$ cat config.mk
export PLATFORM = sky130hd
export DESIGN_NAME = mem_access_unit
export DESIGN_NICKNAME = d
export VERILOG_FILES = /design/src/rtl/mau_pkg.sv /design/src/rtl/mau_timeout_cnt.sv /design/src/rtl/mem_access_unit.sv
export SDC_FILE = /design/constraint.sdc
export NUM_CORES = 1
export LEC_CHECK = 0
export ABC_AREA = 1
export CAP_MARGIN = 20
export CELL_PAD_IN_SITES_DETAIL_PLACEMENT = 1
export CELL_PAD_IN_SITES_GLOBAL_PLACEMENT = 1
export CORE_MARGIN = 1.5
export CORE_UTILIZATION = 44
export DETAILED_ROUTE_END_ITERATION = 7
export DONT_BUFFER_PORTS = 1
export PLACE_DENSITY = 0.73
export SKIP_LAST_GASP = 1
export SYNTH_ARGS = -nofsm -noshare
export SYNTH_HDL_FRONTEND = slang
export SYNTH_SLANG_ARGS = --single-unit
$ cat constraint.sdc
create_clock -name clk_i -period 1.85 [get_ports clk_i]
set_input_delay 0.0925 -clock clk_i [delete_from_list [all_inputs] [get_ports clk_i]]
set_output_delay 0.0925 -clock clk_i [all_outputs]
set_load 0.02 [all_outputs]
$ cat src/rtl/mau_pkg.sv
// mau_pkg: shared types and defaults for the memory access unit.
//   mau_state_t    : sequencer state encoding (IDLE, CMD, RSP)
//   MAU_WORD_WIDTH : default data/address width, matches the register file
package mau_pkg;

  localparam int unsigned MAU_WORD_WIDTH = 16;

  typedef enum logic [1:0] {
    IDLE = 2'd0,
    CMD  = 2'd1,
    RSP  = 2'd2
  } mau_state_t;

endpackage

$ cat src/rtl/mau_timeout_cnt.sv
// mau_timeout_cnt: response-wait watchdog for the memory access unit.
// Only instantiated when MAU_TIMEOUT_EN is defined.
//   clk_i, arst_i : clock, asynchronous active-high reset
//   clear_i       : restart the count (entry to the response phase)
//   count_en_i    : one more cycle spent waiting without a response
//   expired_o     : this waiting cycle is the TIMEOUT_CYCLES-th one
module mau_timeout_cnt #(
  parameter int unsigned TIMEOUT_CYCLES = 64
) (
  input  logic clk_i,
  input  logic arst_i,
  input  logic clear_i,
  input  logic count_en_i,
  output logic expired_o
);

  localparam int unsigned CNT_W = $clog2(TIMEOUT_CYCLES + 1);
  localparam logic [CNT_W-1:0] LAST = CNT_W'(TIMEOUT_CYCLES - 1);

  logic [CNT_W-1:0] cnt_q, cnt_d;

  // The count saturates one short of the limit; the cycle that would reach
  // the limit raises expired_o so the FSM can leave on that same edge.
  always_comb begin
    cnt_d = cnt_q;
    if (clear_i) begin
      cnt_d = '0;
    end else if (count_en_i && (cnt_q != LAST)) begin
      cnt_d = cnt_q + CNT_W'(1);
    end
  end

  always_ff @(posedge clk_i or posedge arst_i) begin
    if (arst_i) begin
      cnt_q <= '0;
    end else begin
      cnt_q <= cnt_d;
    end
  end

  assign expired_o = count_en_i && (cnt_q == LAST);

endmodule

$ cat src/rtl/mem_access_unit.sv
// mem_access_unit: core load/store port between the register file and the
// system bus. One transaction at a time: request accept, bus command
// handshake, then response. Last good load word is held on rdata_o.
// Optional build macro MAU_TIMEOUT_EN adds a response-wait watchdog.
//   clk_i, arst_i       : clock, asynchronous active-high reset
//   req_*_i, addr_i,
//   wdata_i, req_ready_o: request side (address/data from register file)
//   done_o, err_o       : one-cycle completion / failure pulses
//   rdata_o             : last successfully loaded word
//   bus_cmd_*, bus_addr_o, bus_wdata_o, bus_we_o : bus command channel
//   bus_rsp_valid_i, bus_rdata_i, bus_err_i       : bus response channel
//
// state | meaning
// IDLE  | ready for a request; latches address/data/we on accept
// CMD   | command presented on the bus, waiting for bus_cmd_ready_i
// RSP   | command accepted, waiting for bus_rsp_valid_i (or timeout)
module mem_access_unit
  import mau_pkg::*;
#(
  parameter int unsigned WORD_WIDTH     = MAU_WORD_WIDTH,
  parameter int unsigned TIMEOUT_CYCLES = 64
) (
  input  logic                  clk_i,
  input  logic                  arst_i,
  input  logic                  req_valid_i,
  input  logic                  req_write_i,
  input  logic [WORD_WIDTH-1:0] addr_i,
  input  logic [WORD_WIDTH-1:0] wdata_i,
  output logic                  req_ready_o,
  output logic                  done_o,
  output logic                  err_o,
  output logic [WORD_WIDTH-1:0] rdata_o,
  output logic                  bus_cmd_valid_o,
  input  logic                  bus_cmd_ready_i,
  output logic [WORD_WIDTH-1:0] bus_addr_o,
  output logic [WORD_WIDTH-1:0] bus_wdata_o,
  output logic                  bus_we_o,
  input  logic                  bus_rsp_valid_i,
  input  logic [WORD_WIDTH-1:0] bus_rdata_i,
  input  logic                  bus_err_i
);

  if (TIMEOUT_CYCLES < 1) begin : g_bad_timeout
    $error("mem_access_unit: TIMEOUT_CYCLES must be >= 1");
  end

  mau_state_t            state_q, state_d;
  logic                  cmd_valid_q, cmd_valid_d;
  logic                  we_q, we_d;
  logic [WORD_WIDTH-1:0] addr_q, addr_d;
  logic [WORD_WIDTH-1:0] wdata_q, wdata_d;
  logic [WORD_WIDTH-1:0] rdata_q, rdata_d;
  logic                  done_q, done_d;
  logic                  err_q, err_d;
  logic                  timeout_expired;

`ifdef MAU_TIMEOUT_EN
  mau_timeout_cnt #(
    .TIMEOUT_CYCLES(TIMEOUT_CYCLES)
  ) u_timeout_cnt (
    .clk_i      (clk_i),
    .arst_i     (arst_i),
    .clear_i    ((state_q == CMD) && bus_cmd_ready_i),
    .count_en_i ((state_q == RSP) && !bus_rsp_valid_i),
    .expired_o  (timeout_expired)
  );
`else
  assign timeout_expired = 1'b0;
`endif

  always_comb begin
    state_d     = state_q;
    cmd_valid_d = cmd_valid_q;
    we_d        = we_q;
    addr_d      = addr_q;
    wdata_d     = wdata_q;
    rdata_d     = rdata_q;
    done_d      = 1'b0;
    err_d       = 1'b0;
    unique case (state_q)
      IDLE: begin
        if (req_valid_i) begin
          addr_d      = addr_i;
          wdata_d     = wdata_i;
          we_d        = req_write_i;
          cmd_valid_d = 1'b1;
          state_d     = CMD;
        end
      end
      CMD: begin
        if (bus_cmd_ready_i) begin
          cmd_valid_d = 1'b0;
          state_d     = RSP;
        end
      end
      RSP: begin
        // A response on the watchdog's last cycle still counts as normal.
        if (bus_rsp_valid_i) begin
          done_d  = 1'b1;
          err_d   = bus_err_i;
          state_d = IDLE;
          if (!we_q && !bus_err_i) begin
            rdata_d = bus_rdata_i;
          end
        end else if (timeout_expired) begin
          done_d  = 1'b1;
          err_d   = 1'b1;
          state_d = IDLE;
        end
      end
      default: begin
        cmd_valid_d = 1'b0;
        state_d     = IDLE;
      end
    endcase
  end

  always_ff @(posedge clk_i or posedge arst_i) begin
    if (arst_i) begin
      state_q     <= IDLE;
      cmd_valid_q <= 1'b0;
      we_q        <= 1'b0;
      addr_q      <= '0;
      wdata_q     <= '0;
      rdata_q     <= '0;
      done_q      <= 1'b0;
      err_q       <= 1'b0;
    end else begin
      state_q     <= state_d;
      cmd_valid_q <= cmd_valid_d;
      we_q        <= we_d;
      addr_q      <= addr_d;
      wdata_q     <= wdata_d;
      rdata_q     <= rdata_d;
      done_q      <= done_d;
      err_q       <= err_d;
    end
  end

  assign req_ready_o     = (state_q == IDLE);
  assign done_o          = done_q;
  assign err_o           = err_q;
  assign rdata_o         = rdata_q;
  assign bus_cmd_valid_o = cmd_valid_q;
  assign bus_addr_o      = addr_q;
  assign bus_wdata_o     = wdata_q;
  assign bus_we_o        = we_q;

endmodule

# Yosys cells after proc, flatten, opt, wreduce, memory -nomap -nowiden
# Cells that the tools add are included.
# word_totals
ramBits	0
n_memories	0
mem_bits_ro	0
output_inout_bits	53
register_bits	54
latchBits	0
# op_classes
n_reduce_logical	8
eq_ne	5
magnitude_cmp	0
div	0
muxes	11
n_bitwise	1
n_mul	0
shifts	0
n_addsub	0
# ops
cell	n
AND reduction 3 bit	3
2-to-1 mux 1 bit	6
2-to-1 mux 2 bit	3
!= test 2 bit, second input constant	3
one-hot mux 2 bit (3 select lines)	1
one-hot mux 1 bit (3 select lines)	1
equality test 2 x 1 -> 1 bit, second input constant	1
equality test 2 bit, second input constant	1
zero test 1 bit	2
zero test 2 bit	1
AND reduction 2 bit	1
logical AND 1 bit	1
inverter 1 bit	1

# Logic depth before layout (Yosys ltp)
# Gate-level depths: netlist of run 1.
# depth
depth_word	3
mapped_depth	6
ltp_nobuf	5

# Least setup slack after synthesis of run 1
# No wires, ideal clock.
# synth_timing
path_kind	reg-to-reg
startpoint	register we_q, in the netlist bus_we_o
endpoint	register rdata_q[0], in the netlist rdata_o[0]
setup_time_ns	0.118
synth_period_minus_slack_ns	1.147
stages_incl_launch_ff	6
arrival_ns	1.029
setup_slack_ns	0.703
cell_sequence	dfrtp_1 nor2_1 nand3_4 buf_6 nand2_1 o21ai_2
# synth_via
elab_chain_len	3
# synth_rtl
element	line	source
start, declared	mem_access_unit.sv:49	logic we_q, we_d;
start signal, assigned	mem_access_unit.sv:131	we_q <= we_d;
zero test 1 bit	mem_access_unit.sv:102	if (!we_q && !bus_err_i) begin
logical AND 1 bit	mem_access_unit.sv:102	
AND reduction 3 bit (no line)	n/a	
end signal, assigned	mem_access_unit.sv:134	rdata_q <= rdata_d;
end, declared	mem_access_unit.sv:52	logic [WORD_WIDTH-1:0] rdata_q, rdata_d;
# Every way passes these cells.
# A chain may end at the register's enable or synchronous reset.

# Final worst setup path of run 1
# layout_timing
startpoint	register state_q[0]
endpoint	register wdata_q[6], in the netlist bus_wdata_o[6]
# layout_via
elab_chain_len	2
# layout_rtl
element	line	source
start, declared	mem_access_unit.sv:47	mau_state_t state_q, state_d;
start signal, assigned	mem_access_unit.sv:129	state_q <= state_d;
zero test 2 bit	mem_access_unit.sv:80	unique case (state_q)
AND reduction 2 bit (no line)	n/a	
end signal, assigned	mem_access_unit.sv:133	wdata_q <= wdata_d;
end, declared	mem_access_unit.sv:51	logic [WORD_WIDTH-1:0] wdata_q, wdata_d;
# Every way passes these cells.

==> results of run 1 <==
critical path, cell delays in order, from the launching register on:
cell	delay, ns
dfrtp_1	0.48
nor2_4	0.17
buf_4	0.23
nand3_1	0.12
dlygate4sd3_1	0.60
nand2_1	0.08
stage by stage:
step,utilization (%),instance area [um2]
floorplan,-,2260
global placement,46.7,2260
detailed placement,46.7,2260
CTS,66.7,3230
global route,67.2,3260
finish,67.2,3260
power by group through the flow:
stage | Clock (mW) | Combinational, mW | Sequential, mW
final | 0.788 | 1.56 | 2.80
after global routing | 0.837 | 1.72 | 2.86
after CTS | 0.798 | 1.35 | 2.76
after detailed placement | 0 | 1.07 | 2.77
after global placement | 0 | 1.01 | 2.76
after floorplan | 0 | 0.954 | 2.65
metal layers:
layer  share of wire [%]  GRT usage (%)  vias up
met5                   0              0        -
met4                 2.7           11.5        0
met3                 6.1           6.69       17
met2                  55           53.7       88
met1                  36           32.0      998
li1                    -              -      904
cell families after synthesis:
kind of cell / after synthesis / synth area share, %
AOI/OAI and AO/OA: 17 / 6.42
and+or+nand+nor: 131 / 25.5
buffers and inverters: 34 / 8.30
DFF: 54 / 59.8
cell usage in the layout (no fill, tap or decap):
| cell type | count |
|---|---|
| buf_4 | 5 |
| buf_8 | 1 |
| bufinv_16 | 1 |
| clkbuf_1 | 2 |
| clkbuf_8 | 5 |
| dfrtp_1 | 54 |
| diode_2 | 1 |
| dlygate4sd3_1 | 86 |
| inv_1 | 19 |
| inv_2 | 2 |
| nand2_1 | 89 |
| nand2_4 | 1 |
| nand3_1 | 35 |
| nand3_4 | 1 |
| nand3b_1 | 1 |
| nor2_1 | 2 |
| nor2_4 | 2 |
| o21ai_0 | 1 |
| o21ai_2 | 16 |
registers in the layout, indices dropped and copies added, names as in the netlist:
signal	flops
bus_addr_o	16
bus_cmd_valid_o	1
bus_wdata_o	16
bus_we_o	1
done_o	1
err_o	1
rdata_o	16
state_q	2
area by class of cell:
| class | instances | area (um2) |
|---|---|---|
| multi-input cells | 148 | 721 |
| clock inverters | 1 | 30.0 |
| repair buffers | 92 | 913 |
| diodes | 1 | 2.50 |
| clock buffers | 7 | 76.3 |
| fillers | 501 | 1590 |
| flip-flops and latches | 54 | 1350 |
| well taps | 67 | 83.8 |
| inverters | 21 | 78.8 |
worst min path at each step:
| stage | start | slack (ns) | end | cells past startpoint |
|---|---|---|---|---|
| 2_1_floorplan | bus_rsp_valid_i | 0.20 | done_o | 2 |
| 3_3_place_gp | arst_i | 0.03 | bus_cmd_valid_o | 1 |
| 3_5_place_dp | arst_i | 0.03 | bus_cmd_valid_o | 1 |
| 4_1_cts | req_valid_i | 0.07 | bus_cmd_valid_o | 5 |
| 5_1_grt | req_valid_i | 0.13 | bus_cmd_valid_o | 5 |
| 6_report | req_valid_i | 0.09 | bus_cmd_valid_o | 5 |
repair_timing:
| action | CTS | global route |
|---|---|---|
| buffers inserted | 0 | 2 |
| endpoints found under the hold margin | 74 | 0 |
| gates resized for setup | 0 | 2 |
| setup endpoints to repair | 0 | 25 |
| hold buffers | 86 | 0 |
==> qor.yml, run 1 <==
route:
  drt_iter0_markers: 109
  drc: 0
  routed_wl_mm: 7.72
  drtAntennaViolNets: 0
  num_vias: 2007
  via_per_inst: 5.13
  first_pass_iters: 6
  wl_per_cell_um: 19.7
setup_path:
  critPathKind: "register to register"
  worst_ep_required_time_ns: 2.09
  end_kind: "register"
  r2r_slack_ns: 0.11
  r2r_start: "state_q[0]"
  cp-startpoint: "state_q[0]"
  critPathCapture: "bus_wdata_o[6]"
  r2r-end: "bus_wdata_o[6]"
  path_max_fanout: 10
  critPathArrivalTime_ns: 1.98
  start_kind: "register"
  reg2reg_depth: 5
clock_network:
  cts_buffers: 5
  htree_levels: 2
  clk_pin_slew_ns: 0.10
  cts_root_buf: "clkbuf_8"
  clk_latency_ns: 0.30
  cts.path.max_buffers: 2
  cts.sinks: 54
  cts_tree: "built"
yosys:
  ys.warnings.count: 0
  synth_edf_count: 0
  syn_area_per_cell_um2: 9.57
  synth.net_count: 291
  synth_top_cell_area_share_pct: 59.8
  yosys.cell_types.count: 16
  synth_top_area_cell: "dfrtp_1"
  synthTopCellsByCount: "nand2_1 (89), dfrtp_1 (54), nand3_1 (35)"
  synthArstFlopShare_pct: 100
  yosysMostFrequentCell: "nand2_1"
  ys_ff_latch: 54
  netlist_instances: 236
  yosysSeqAreaShare_pct: 59.8
  synth_ff_type: "dfrtp_1"
  syn_area_um2: 2260
  synth_area_leaders: "dfrtp_1 (60%), nand2_1 (15%), nand3_1 (7.8%)"
floorplan:
  die_h_um: 74.7
  boundaryPins: 108
  num_rows: 25
  dieArea_um2: 5570
  start_util_pct: 46.6
  die_width_um: 74.7
  core_um2: 4850
timing:
  fin_crit_ns: 1.74
  setup_slack_ns: 0.111
  slew_viol_final: 0
  hold_viol: 0
  period_share_pct: 94.0
  rsz0062_at_grt: "false"
  worstMarginPinSlew_ns: 0.483
  setup_tns_ns: 0
  setup_violations: 0
  fmax_mhz: 575
  hold_slack_ns: 0.0890
  maxSlewHeadroom_pct: 67.7
  finClkSkew_ns: 0.00702
power_and_ir_drop:
  clockPowerShare_pct: 15.3
  leakage_nw: 1.57
  p_total_mw: 5.14
  swShare_pct: 46.0
  p_int_mw: 2.78
  p_per_area_nw_per_um2: 1580
  peakVddDrop_mv: 0.764
  p_comb_share_pct: 30.3
  switchingPower_mw: 2.37
  seqPwrFrac_pct: 54.4
cells_and_area:
  nets: 377
  drive_above_1_share_pct: 10.5
  fin_cells: 391
  area_growth_pct: 44.1
run:
  maxCapViolCount: 0
place:
  dp.cells: 294
  pre_cts_ws_ns: 0.378
  place.port_buffers: 0
  place.gp.congestion: 0.732
  post-dp-hpwl_mm: 3.34
global_routing:
  grt_start_max_net_pins: 36
  grt_overflow: 0
  antenna_found_initial: 1
  grt_pass1_wl_mm: 11.5
  grt_pass1_vias: 2259
  grt.total_usage_pct: 29.0
status:
  status: "completed"
hold_path:
  hold_class: "input port to register"
Power figures use the tool's default switching activity.
==> run 2, diff against run 1 <==
- ABC_AREA: 1 -> default
- CORE_UTILIZATION: 44 -> 47
==> qor.yml, run 2 <==
timing:
  setup_tns_ns: 0
  worstMarginPinSlew_ns: 0.556
  slew_viol_final: 0
  period_share_pct: 90.9
  setup_violations: 0
  fmax_mhz: 595
  maxSlewHeadroom_pct: 62.9
  hold_viol: 0
  fin_crit_ns: 1.68
  rsz0062_at_grt: "false"
  finClkSkew_ns: 0.0104
place:
  place.port_buffers: 0
  post-dp-hpwl_mm: 3.19
  place.gp.congestion: 0.667
route:
  via_per_inst: 5.40
  drt_iter0_markers: 49
  drtAntennaViolNets: 0
  drc: 0
  num_vias: 1275
  wl_per_cell_um: 23.3
  routed_wl_mm: 5.50
  first_pass_iters: 3
global_routing:
  met1_usage_pct: 25.2
  grt_start_max_net_pins: 34
  grt_overflow: 0
  grt_util_met2_pct: 44.4
  grt_pass1_vias: 1506
  antenna_found_initial: 0
  grt.total_usage_pct: 24.3
  grt_pass1_wl_mm: 8.78
  gr-max-usage-layer: "met2"
  met3_usage_pct: 7.70
yosys:
  ys.warnings.count: 0
  syn_area_per_cell_um2: 16.6
  synth_edf_count: 0
  yosysMostFrequentCell: "dfrtp_1"
  synth_ff_type: "dfrtp_1"
  synth_top_area_cell: "dfrtp_1"
  syn_area_um2: 2070
  netlist_instances: 125
  synth.net_count: 180
  synth_area_leaders: "dfrtp_1 (65%), mux2_2 (21%), mux2_4 (7.2%)"
  ys_ff_latch: 54
  synth_top_cell_area_share_pct: 65.1
  synthArstFlopShare_pct: 100
  yosys.cell_types.count: 17
  yosysSeqAreaShare_pct: 65.1
  synthTopCellsByCount: "dfrtp_1 (54), mux2_2 (39), mux2_4 (10)"
setup_path:
  worst_ep_required_time_ns: 2.05
  path_max_fanout: 16
  end_kind: "register"
  critPathArrivalTime_ns: 1.88
  critPathKind: "register to register"
  start_kind: "register"
clock_network:
  htree_levels: 2
  cts_root_buf: "clkbuf_8"
  clk_latency_ns: 0.31
  cts_tree: "built"
  clk_pin_slew_ns: 0.09
  cts.path.max_buffers: 2
  ctsResizeCount: 0
  cts.sinks: 54
  cts_buffers: 5
  cts_setup_buffers: 0
cells_and_area:
  layout_common_cells: "dfrtp_1 (54), dlygate4sd3_1 (54), mux2_2 (39)"
  area_growth_pct: 34.8
  fin_util_pct: 68.0
  drive_above_1_share_pct: 32.8
  diodes: 0
  nets: 240
run:
  maxCapViolCount: 0
floorplan:
  die_width_um: 69.4
  num_rows: 23
  die_h_um: 69.4
  core_um2: 4120
  boundaryPins: 108
  start_util_pct: 50.4
  dieArea_um2: 4820
power_and_ir_drop:
  p_per_area_nw_per_um2: 1590
  peakVddDrop_mv: 0.930
  leakage_nw: 1.25
status:
  status: "completed"
hold_path:
  hold_class: "input port to register"
[run 2: cell types whose count changed in the layout (fill, tap and decap cells not counted), moves of 10 or more]
cell / before / now
dlygate4sd3_1: 86 / 54
nand2_1: 89 / 1
mux2_4: 0 / 10
inv_1: 19 / 2
o21ai_2: 16 / 0
nand3_1: 35 / 2
mux2_2: 0 / 39
[run 2: metal layers]
| metal | vias up | wire length (um) |
|---|---|---|
| li1 | 549 | - |
| met1 | 646 | 1910 |
| met2 | 67 | 3020 |
| met3 | 13 | 437 |
| met4 | 0 | 141 |
| met5 | - | 0 |
[run 2: worst max-delay path: stages, from the launching register on]
cell and delay, ns:
dfrtp_1 0.46, or4_1 0.55, buf_4 0.24, mux2_4 0.32
[run 2: cell families (layout without fill, tap and decap cells)]
| kind of cell | count (synthesis) | in the layout | synth area share [%] |
|---|---|---|---|
| mux | 50 | 50 | 28.9 |
| compound gates | 3 | 3 | 0.844 |
| simple gates | 9 | 9 | 2.17 |
| flops | 54 | 54 | 65.1 |
| buf+inv | 9 | 70 | 2.95 |
[run 2: report_power, final]
part	internal, mW	switching, mW
clock	0.406	0.383
combinational	0.596	0.328
sequential	1.68	1.04
total	2.69	1.75
[run 2: worst paths after layout]
check / start / end / slack (ns) / cells past startpoint
hold / removal: bus_cmd_ready_i / bus_cmd_valid_o / 0.02 / 3
setup reg to reg: state_q[0] / rdata_o[4] / 0.17 / 3
min in group asynchronous: arst_i / rdata_o[8] / 0.32 / 2
setup / recovery: state_q[0] / rdata_o[4] / 0.17 / 3
hold reg to reg: state_q[1] / state_q[0] / 0.51 / 1
max in group asynchronous: arst_i / bus_addr_o[0] / 0.98 / 3
[run 2: cell type report]
| type | count | area (um2) |
|---|---|---|
| Clock buffer | 7 | 76.3 |
| Clock inverter | 1 | 30.0 |
| Fill cell | 367 | 1320 |
| Inverter | 3 | 11.3 |
| Multi-Input combinational cell | 62 | 662 |
| Sequential cell | 54 | 1350 |
| Tap cell | 50 | 62.6 |
| Timing Repair Buffer | 59 | 603 |
[run 2: timing repair]
action	4_1_cts	5_1_grt
hold buffers	54	0
hold endpoints to repair	78	0
endpoints found under the setup margin	0	0
[run 2: per-stage QoR]
| stage | std cells | setup slack [ns] | cell area (um2) | hold WS (ns) | power, mW |
|---|---|---|---|---|---|
| floorplan | 125 | 0.0287 | 2070 | 0.179 | 3.25 |
| global placement | 174 | 0.226 | 2150 | 0.0475 | 3.44 |
| detailed placement | 174 | 0.184 | 2150 | 0.0611 | 3.54 |
| CTS | 236 | 0.179 | 2800 | 0.0173 | 4.40 |
| global route | 236 | 0.141 | 2800 | 0.0577 | 4.63 |
| finish | 236 | 0.169 | 2800 | 0.0203 | 4.44 |
